--- src/rtl/div_restoring_nbit_if.sv ---
// Handshake and operand/result bundle for the restoring divider.
// master = requester (drives start and operands), slave = the divider.
interface div_restoring_nbit_if #(
    parameter int N = 4
);
    logic         start;
    logic [N-1:0] dividend;
    logic [N-1:0] divisor;
    logic         ready;
    logic         busy;
    logic         done;
    logic [N-1:0] quotient;
    logic [N-1:0] remainder;
    logic         div_by_zero;

    modport master (
        output start, dividend, divisor,
        input  ready, busy, done, quotient, remainder, div_by_zero
    );

    modport slave (
        input  start, dividend, divisor,
        output ready, busy, done, quotient, remainder, div_by_zero
    );
endinterface

--- src/rtl/div_restoring_nbit.sv ---
// Sequential N-bit restoring divider, one quotient bit per clock, start/busy/done handshake.
// Define DIV_SIGNED_EN for two's-complement operands (adds one sign-fix cycle).
module div_restoring_nbit #(
    parameter int N = 4
) (
    input  logic                 clk,
    input  logic                 rst_n,
    div_restoring_nbit_if.slave  bus
);
    localparam int CW = $clog2(N + 1);

    typedef enum logic [1:0] {IDLE, RUN, SIGN, DONE} state_t;

    state_t        state_q, state_d;
    logic [CW-1:0] cnt_q, cnt_d;
    logic [N-1:0]  q_q, q_d;
    logic [N-1:0]  d_q, d_d;
    logic [N-1:0]  r_q, r_d;
    logic          zero_q, zero_d;
    logic [N-1:0]  quot_q, quot_d;
    logic [N-1:0]  rem_q, rem_d;
    logic          dbz_q, dbz_d;
`ifdef DIV_SIGNED_EN
    logic          negq_q, negq_d;
    logic          negr_q, negr_d;
`endif

    // Partial remainder never exceeds the divisor, so N bits hold it; the trial subtract uses N+1.
    logic [N:0]    r_shift, trial;
    logic [N-1:0]  q_next, r_next;
    logic [N-1:0]  a_mag, b_mag;

    always_comb begin
        state_d = state_q;
        cnt_d   = cnt_q;
        q_d     = q_q;
        d_d     = d_q;
        r_d     = r_q;
        zero_d  = zero_q;
        quot_d  = quot_q;
        rem_d   = rem_q;
        dbz_d   = dbz_q;
`ifdef DIV_SIGNED_EN
        negq_d  = negq_q;
        negr_d  = negr_q;
        a_mag   = bus.dividend[N-1] ? -bus.dividend : bus.dividend;
        b_mag   = bus.divisor[N-1]  ? -bus.divisor  : bus.divisor;
`else
        a_mag   = bus.dividend;
        b_mag   = bus.divisor;
`endif
        r_shift = {r_q, q_q[N-1]};
        trial   = r_shift - {1'b0, d_q};
        r_next  = trial[N] ? r_shift[N-1:0] : trial[N-1:0];
        q_next  = {q_q[N-2:0], ~trial[N]};

        case (state_q)
            IDLE, DONE: begin
                if (bus.start) begin
                    cnt_d  = '0;
                    r_d    = '0;
                    d_d    = b_mag;
                    zero_d = (bus.divisor == '0);
                    // Keep the raw dividend for a zero divisor: it becomes the remainder.
                    q_d    = (bus.divisor == '0) ? bus.dividend : a_mag;
                    dbz_d  = 1'b0;
`ifdef DIV_SIGNED_EN
                    negq_d = bus.dividend[N-1] ^ bus.divisor[N-1];
                    negr_d = bus.dividend[N-1];
`endif
                    state_d = RUN;
                end else if (state_q == DONE) begin
                    state_d = IDLE;
                end
            end
            RUN: begin
                // A zero divisor spends one RUN cycle without iterating, then reports.
                if (zero_q) begin
                    quot_d  = '1;
                    rem_d   = q_q;
                    dbz_d   = 1'b1;
                    state_d = DONE;
                end else begin
                    q_d   = q_next;
                    r_d   = r_next;
                    cnt_d = cnt_q + 1'b1;
                    if (cnt_q == CW'(N - 1)) begin
`ifdef DIV_SIGNED_EN
                        state_d = SIGN;
`else
                        quot_d  = q_next;
                        rem_d   = r_next;
                        state_d = DONE;
`endif
                    end
                end
            end
            SIGN: begin
`ifdef DIV_SIGNED_EN
                quot_d = negq_q ? -q_q : q_q;
                rem_d  = negr_q ? -r_q : r_q;
`endif
                state_d = DONE;
            end
            default: state_d = IDLE;
        endcase
    end

    always_ff @(posedge clk) begin
        if (!rst_n) begin
            state_q <= IDLE;
            cnt_q   <= '0;
            q_q     <= '0;
            d_q     <= '0;
            r_q     <= '0;
            zero_q  <= 1'b0;
            quot_q  <= '0;
            rem_q   <= '0;
            dbz_q   <= 1'b0;
`ifdef DIV_SIGNED_EN
            negq_q  <= 1'b0;
            negr_q  <= 1'b0;
`endif
        end else begin
            state_q <= state_d;
            cnt_q   <= cnt_d;
            q_q     <= q_d;
            d_q     <= d_d;
            r_q     <= r_d;
            zero_q  <= zero_d;
            quot_q  <= quot_d;
            rem_q   <= rem_d;
            dbz_q   <= dbz_d;
`ifdef DIV_SIGNED_EN
            negq_q  <= negq_d;
            negr_q  <= negr_d;
`endif
        end
    end

    assign bus.ready       = (state_q == IDLE) || (state_q == DONE);
    assign bus.busy        = (state_q == RUN) || (state_q == SIGN);
    assign bus.done        = (state_q == DONE);
    assign bus.quotient    = quot_q;
    assign bus.remainder   = rem_q;
    assign bus.div_by_zero = dbz_q;
endmodule
--- src/flat_wrapper.sv ---
// flat-port wrapper written by rule: the top's interface ports become plain ports
module div_restoring_nbit_flat 
#(
    parameter int N = 4
)
  (clk, rst_n, bus_start, bus_dividend, bus_divisor, bus_ready, bus_busy, bus_done, bus_quotient, bus_remainder, bus_div_by_zero);
  div_restoring_nbit_if #(.N(N)) bus_i ();
  input  logic clk;
  input  logic rst_n;
  input wire logic [$bits(bus_i.start)-1:0] bus_start;
  input wire logic [$bits(bus_i.dividend)-1:0] bus_dividend;
  input wire logic [$bits(bus_i.divisor)-1:0] bus_divisor;
  output wire logic [$bits(bus_i.ready)-1:0] bus_ready;
  output wire logic [$bits(bus_i.busy)-1:0] bus_busy;
  output wire logic [$bits(bus_i.done)-1:0] bus_done;
  output wire logic [$bits(bus_i.quotient)-1:0] bus_quotient;
  output wire logic [$bits(bus_i.remainder)-1:0] bus_remainder;
  output wire logic [$bits(bus_i.div_by_zero)-1:0] bus_div_by_zero;
  assign bus_i.start = bus_start;
  assign bus_i.dividend = bus_dividend;
  assign bus_i.divisor = bus_divisor;
  assign bus_ready = bus_i.ready;
  assign bus_busy = bus_i.busy;
  assign bus_done = bus_i.done;
  assign bus_quotient = bus_i.quotient;
  assign bus_remainder = bus_i.remainder;
  assign bus_div_by_zero = bus_i.div_by_zero;
  div_restoring_nbit #(.N(N)) u_core (.clk(clk), .rst_n(rst_n), .bus(bus_i));
endmodule
--- config.mk ---
export PLATFORM = sky130hd
export DESIGN_NAME = div_restoring_nbit_flat
export DESIGN_NICKNAME = d
export VERILOG_FILES = /design/src/rtl/div_restoring_nbit_if.sv /design/src/rtl/div_restoring_nbit.sv /design/src/flat_wrapper.sv
export SDC_FILE = /design/constraint.sdc
export NUM_CORES = 1
export LEC_CHECK = 0
export CAP_MARGIN = 20
export CORE_ASPECT_RATIO = 1.4
export CORE_UTILIZATION = 52
export CTS_CLUSTER_DIAMETER = 200
export DETAILED_ROUTE_END_ITERATION = 16
export PLACE_DENSITY = 0.78
export SYNTH_ARGS = -nofsm -noshare
export SYNTH_HDL_FRONTEND = slang
export SYNTH_SLANG_ARGS = --single-unit
--- constraint.sdc ---
create_clock -name clk -period 3 [get_ports clk]
set_input_delay 0.6 -clock clk [delete_from_list [all_inputs] [get_ports clk]]
set_output_delay 0.6 -clock clk [all_outputs]
set_load 0.005 [all_outputs]
* After elaboration in Yosys (flattened, before gate mapping)
Cells that the tools add are included.
** Storage, ports and cells
- Bits in writable memories :: 0
- Bits in read-only memories :: 0
- Register bits :: 27
- Memories :: 0
- Latch bits :: 0
- Word-level logic and storage cells :: 55
** Operators by class
- Bitwise logic cells :: 1
- Divide/modulo/power cells :: 0
- Reductions and logical operators :: 12
- Magnitude comparators :: 0
- Mux-type cells :: 22
- Equal/unequal tests :: 9
- Add/sub/neg operators :: 2
- Multipliers :: 0
- Shift-type cells :: 0
** Operator list (number)
- 4-bit 2-to-1 mux :: 9
- 4-bit one-hot mux with 2 select lines :: 2
- 2-bit 2-to-1 mux :: 4
- 3-bit 2-to-1 mux :: 2
- 2-bit one-hot mux with 3 select lines :: 1
- 3-bit one-hot mux with 2 select lines :: 1
- 2-bit AND reduction :: 3
- 3-bit AND reduction :: 2
- 5-bit by 4-bit subtractor with 5-bit output :: 1
- 2-bit equality test, second input constant :: 2
- 4-bit logical NOT :: 1
- 2-bit inequality test, second input constant :: 2
- 2-bit nonzero test :: 2
- 3-bit by 1-bit adder with 3-bit output, second input constant :: 1
- 3-bit by 2-bit equality test with 1-bit output, second input constant :: 1
- 3-bit by 1-bit inequality test with 1-bit output, second input constant :: 1
- 3-bit inequality test, second input constant :: 1
- 2-bit by 1-bit equality test with 1-bit output, second input constant :: 1
- 2-bit logical NOT :: 1
- 1-bit logical OR :: 2
- 1-bit 2-to-1 mux :: 2
- 2-bit by 1-bit inequality test with 1-bit output, second input constant :: 1
- 1-bit one-hot mux with 2 select lines :: 1
- 2-bit OR reduction :: 1
- 1-bit inverter :: 1

* Logic depth before layout (Yosys ltp)
- Word-level depth :: 4
- Mapped depth :: 8
- Gate-level depth less buffers :: 8

* Worst setup path before layout
Ideal clock, no wire load.
- Kind :: register to register
- From :: register u_core.q_q[3]
- To :: register u_core.r_q[1]
- Path slack :: 0.874 ns
- Cell stages (with the launch flop) :: 9
- Arrival :: 2.051 ns
- Period minus slack after synthesis :: 2.126 ns
- Buffers on the path :: 0
- Cell sequence :: dfxtp_1 -> inv_1 -> ha_1 -> fa_1 -> nand2b_1 -> a21oi_4 -> xor2_4 -> mux2_1 -> o22ai_1
** Between the ends
- Word-level cells in the longest chain between the ends :: 4
** RTL lines
- from (decl) :: RTL line div_restoring_nbit.sv:16 : logic [N-1:0] q_q, q_d;
- from (signal assigned) :: RTL line div_restoring_nbit.sv:127 : q_q <= q_d;
- 5-bit by 4-bit subtractor with 5-bit output :: RTL line div_restoring_nbit.sv:53 : trial = r_shift - {1'b0, d_q};
- 4-bit 2-to-1 mux :: RTL line div_restoring_nbit.sv:54 : r_next = trial[N] ? r_shift[N-1:0] : trial[N-1:0];
- 4-bit 2-to-1 mux :: RTL line div_restoring_nbit.sv:78 : if (zero_q) begin
- 4-bit one-hot mux with 2 select lines :: RTL line div_restoring_nbit.sv:57 : case (state_q)
- to (signal assigned) :: RTL line div_restoring_nbit.sv:129 : r_q <= r_d;
- to (decl) :: RTL line div_restoring_nbit.sv:18 : logic [N-1:0] r_q, r_d;
Every way passes these cells. The select of a mux whose other input is x is not followed.
A chain may end at the register's enable or synchronous reset.

* Worst setup path after layout
- From :: register u_core.state_q[1]
- To :: output port bus_busy
** Between the ends
- Word-level cells in the longest chain between the ends :: 2
- Elaborated cells between the ends (all ways) :: 3
** RTL lines
- from (decl) :: RTL line div_restoring_nbit.sv:14 : state_t state_q, state_d;
- from (signal assigned) :: RTL line div_restoring_nbit.sv:125 : state_q <= state_d;
- 2-bit by 1-bit equality test with 1-bit output or 2-bit equality test (tied branches) :: RTL line div_restoring_nbit.sv:142 : assign bus.busy = (state_q == RUN) || (state_q == SIGN);
- 1-bit logical OR * :: RTL line div_restoring_nbit.sv:142
- to (decl) :: RTL line flat_wrapper.sv:14 : output wire logic [$bits(bus_i.busy)-1:0] bus_busy;
Every way passes the cells marked *; elsewhere a longest branch is shown, timed or not.

==> results.sh <==
export IMPL_gr_usage_all_layers_pct=22.05
export IMPL_io_pins=23
export IMPL_power_density_mw_per_mm2=755.8
export IMPL_drt_pass1_iterations=4
export IMPL_async_flop_share_pct=0
export IMPL_dieArea_mm2=0.002902
export IMPL_htree_levels=1
export IMPL_first_iter_violations=57
export IMPL_slew_viol_final=0
export IMPL_yosys_warnings=0
export IMPL_synth_area_leaders="dfxtp_1 39%, ha_1 7.2%, mux2i_1 5.7%, nand2_1 5.4%, a21oi_1 3.9%"
export IMPL_grt_max_degree=17
export IMPL_r2r_start="u_core.q_q[3]"
export IMPL_critPathLaunchType="flip-flop"
export IMPL_dpl_cell_count=205
export IMPL_clk_latency_ns=0.32
export IMPL_synth_edff_count=0
export IMPL_rsz0062_at_grt="no"
export IMPL_synth_ff_type="dfxtp_1"
export IMPL_fin_crit_sh_pct=79.23
export IMPL_cts_buffer_depth=2
export IMPL_drive_gt1_share_pct=4.000
export IMPL_instances_no_fill=209
export IMPL_nets=196
export IMPL_fmax_mhz=420.7
export IMPL_diodes=0
export IMPL_rows=21
export IMPL_ys_types=31
export IMPL_antenna_found_initial=0
export IMPL_vdd_drop_max_mv=0.5394
export IMPL_syn_nets=175
export IMPL_ys_seq_elements=27
export IMPL_gp_congestion=0.8016
export IMPL_die_h_um=63.34
export IMPL_fin_skew_ns=0.004407
export IMPL_fin_setup_tns_ns=0
export IMPL_detail_route_vias_per_cell=5.636
export IMPL_setup_viol=0
export IMPL_numCtsBuffers=3
export IMPL_wl_per_cell_um=13.53
export IMPL_max_cap_violations=0
export IMPL_drc=0
export IMPL_synth_cells=155
export IMPL_hold_buffers=0
export IMPL_hpwl_um=2207
export IMPL_crit_fanout=10
export IMPL_clock_sinks=27
export IMPL_use_met3_pct=3.152
export IMPL_filler_cell_count=232
export IMPL_place_ws_ns=0.6487
export IMPL_yosys_area_top_type="dfxtp_1"
export IMPL_hold_start="u_core.d_q[2]"
export IMPL_period_needed_ns=2.377
export IMPL_grt_pass1_wl_um=4809
export IMPL_max_slew_margin_pct=64.35
export IMPL_die_x_um=45.82
export IMPL_grt_pass1_vias=1143
export IMPL_syn2layout_area_growth_pct=18.98
export IMPL_met1_usage_pct=26.27
export IMPL_power_uw=1257
export IMPL_synth_seq_area_share_pct=38.68
export IMPL_worst_slack_ns=0.6232
export IMPL_worstMarginPinSlew_ns=0.5348
export IMPL_synth_cell_area_mm2=0.001398
export IMPL_crit_arrival_ns=1.78
export IMPL_cts_resized=0
export IMPL_grt_overflow=0
export IMPL_cp_end_kind="output pin"
export IMPL_synth_top_area_share_pct=38.68
export IMPL_drt_wl_total_um=2827
export IMPL_start_util_pct=56.59
export IMPL_met2_usage_pct=37.86
export IMPL_cts_tree="yes"
export IMPL_leakagePower_uw=0.0006444
export IMPL_cts_setup_buffers=0
export IMPL_crit_required_ns=2.40
export IMPL_cts_root_buf="clkbuf_4"
export IMPL_crit_type="flip-flop to output pin"
export IMPL_coreArea_mm2=0.002470
export IMPL_vias=1178
export IMPL_ant_nets=0
export IMPL_startpoint="u_core.state_q[1]"
export IMPL_clk_pin_slew_worst_paths_ns=0.13
export IMPL_final_cell_area_mm2=0.001663
export IMPL_status="finished clean"
export IMPL_min_path_type="flip-flop to flip-flop"
export IMPL_syn_area_per_cell_um2=9.017
export IMPL_hold_viol_final=0
export IMPL_busiest_layer="met2"
export IMPL_placed_area_mm2=0.001637
export IMPL_port_buffers=22
## worst paths after layout
check / endpoint / slack (ns) / cells past startpoint
setup / recovery: bus_busy / 0.62 / 4
hold / removal: u_core.d_q[2] / 0.49 / 2
setup reg to reg: u_core.r_q[0] / 0.65 / 8
hold reg to reg: u_core.d_q[2] / 0.49 / 2
## worst max-delay path, cell delays in order, from the launching register on
cell and delay [ns]:
dfxtp_1 0.39, inv_1 0.06, ha_1 0.39, inv_1 0.12, clkdlybuf4s50_1 0.50
## cells in the mapped netlist, types with 3 or more instances
master and instances:
a21boi_0 6, a21oi_1 11, and2_1 4, buf_2 4
clkbuf_1 3, dfxtp_1 27, ha_1 8, inv_1 10
mux2i_1 8, nand2_1 20, nand2b_1 4, nand3_1 7
nor2_1 6, o211a_1 4, o21ai_0 5, o221ai_1 3
o22ai_1 6
## cell type report
class | instances | area [µm²] | share of cell area (%)
multi-input cells | 111 | 788.3 | 47.40
flip-flops and latches | 27 | 540.5 | 32.51
repair buffers | 23 | 227.7 | 13.69
well taps | 34 | 42.54 | 2.558
inverters | 10 | 37.54 | 2.257
clock buffers | 4 | 26.28 | 1.580
## power breakdown
part           total (µW)  internal, µW  switching [µW]
logic                 628           285             342
registers             476           420            56.6
clock network         153          52.0             101
total                1260           757             500
## sequential cells by signal (all words and copies together) (netlist names)
name	count
u_core.r_q	4
u_core.bus.remainder	4
u_core.bus.div_by_zero	1
u_core.zero_q	1
u_core.cnt_q	3
u_core.d_q	4
u_core.q_q	4
u_core.bus.quotient	4
u_core.state_q	2
## metrics by stage
step	util (%)	hold WS (ns)
2_1_floorplan	-	0.4435
3_3_place_gp	66.26	0.4640
3_5_place_dp	66.26	0.4797
4_1_cts	67.33	0.4974
5_1_grt	67.33	0.5220
6_report	67.33	0.4886
## metal layers
metal | part of all wire, % | vias up | wire, µm
met5 | 0 | - | 0
met4 | 1.7 | 0 | 48
met3 | 3.0 | 5 | 85
met2 | 53 | 28 | 1486
met1 | 43 | 558 | 1206
li1 | - | 587 | -
## cells in the final DEF (no fill, tap or decap), types with 2 or more instances in the layout
| cell type | synthesis | routed |
|---|---|---|
| o21ai_0 | 5 | 5 |
| nor3b_1 | 2 | 2 |
| ha_1 | 8 | 8 |
| nand2_1 | 20 | 20 |
| a21boi_0 | 6 | 6 |
| mux2i_1 | 8 | 8 |
| inv_1 | 10 | 10 |
| and2_1 | 4 | 4 |
| clkdlybuf4s50_1 | 0 | 22 |
| o221ai_1 | 3 | 3 |
| dfxtp_1 | 27 | 27 |
| o211a_1 | 4 | 4 |
| nor2b_1 | 2 | 2 |
| o31ai_1 | 2 | 2 |
| mux2_1 | 2 | 2 |
| nor2_1 | 6 | 6 |
| clkbuf_4 | 0 | 3 |
| o22ai_1 | 6 | 6 |
| nand2b_1 | 4 | 4 |
| a21oi_1 | 11 | 11 |
| nand3_1 | 7 | 7 |
| xnor2_1 | 2 | 2 |
## cells by family (layout without fill, tap and decap cells)
logic type               Yosys count  in the layout  share of synthesized area, %
multiplexers                      10             10                         7.341
AND/OR/NAND/NOR                   46             46                         15.49
buffers and inverters             17             37                         4.924
AO/OA/AOI/OAI                     42             42                         21.13
adder cells (fa/ha/maj)            9              9                         8.595
XOR/XNOR                           4              4                         3.850
flip-flops                        27             27                         38.68
Note: power is estimated with default switching activity, not from simulation.
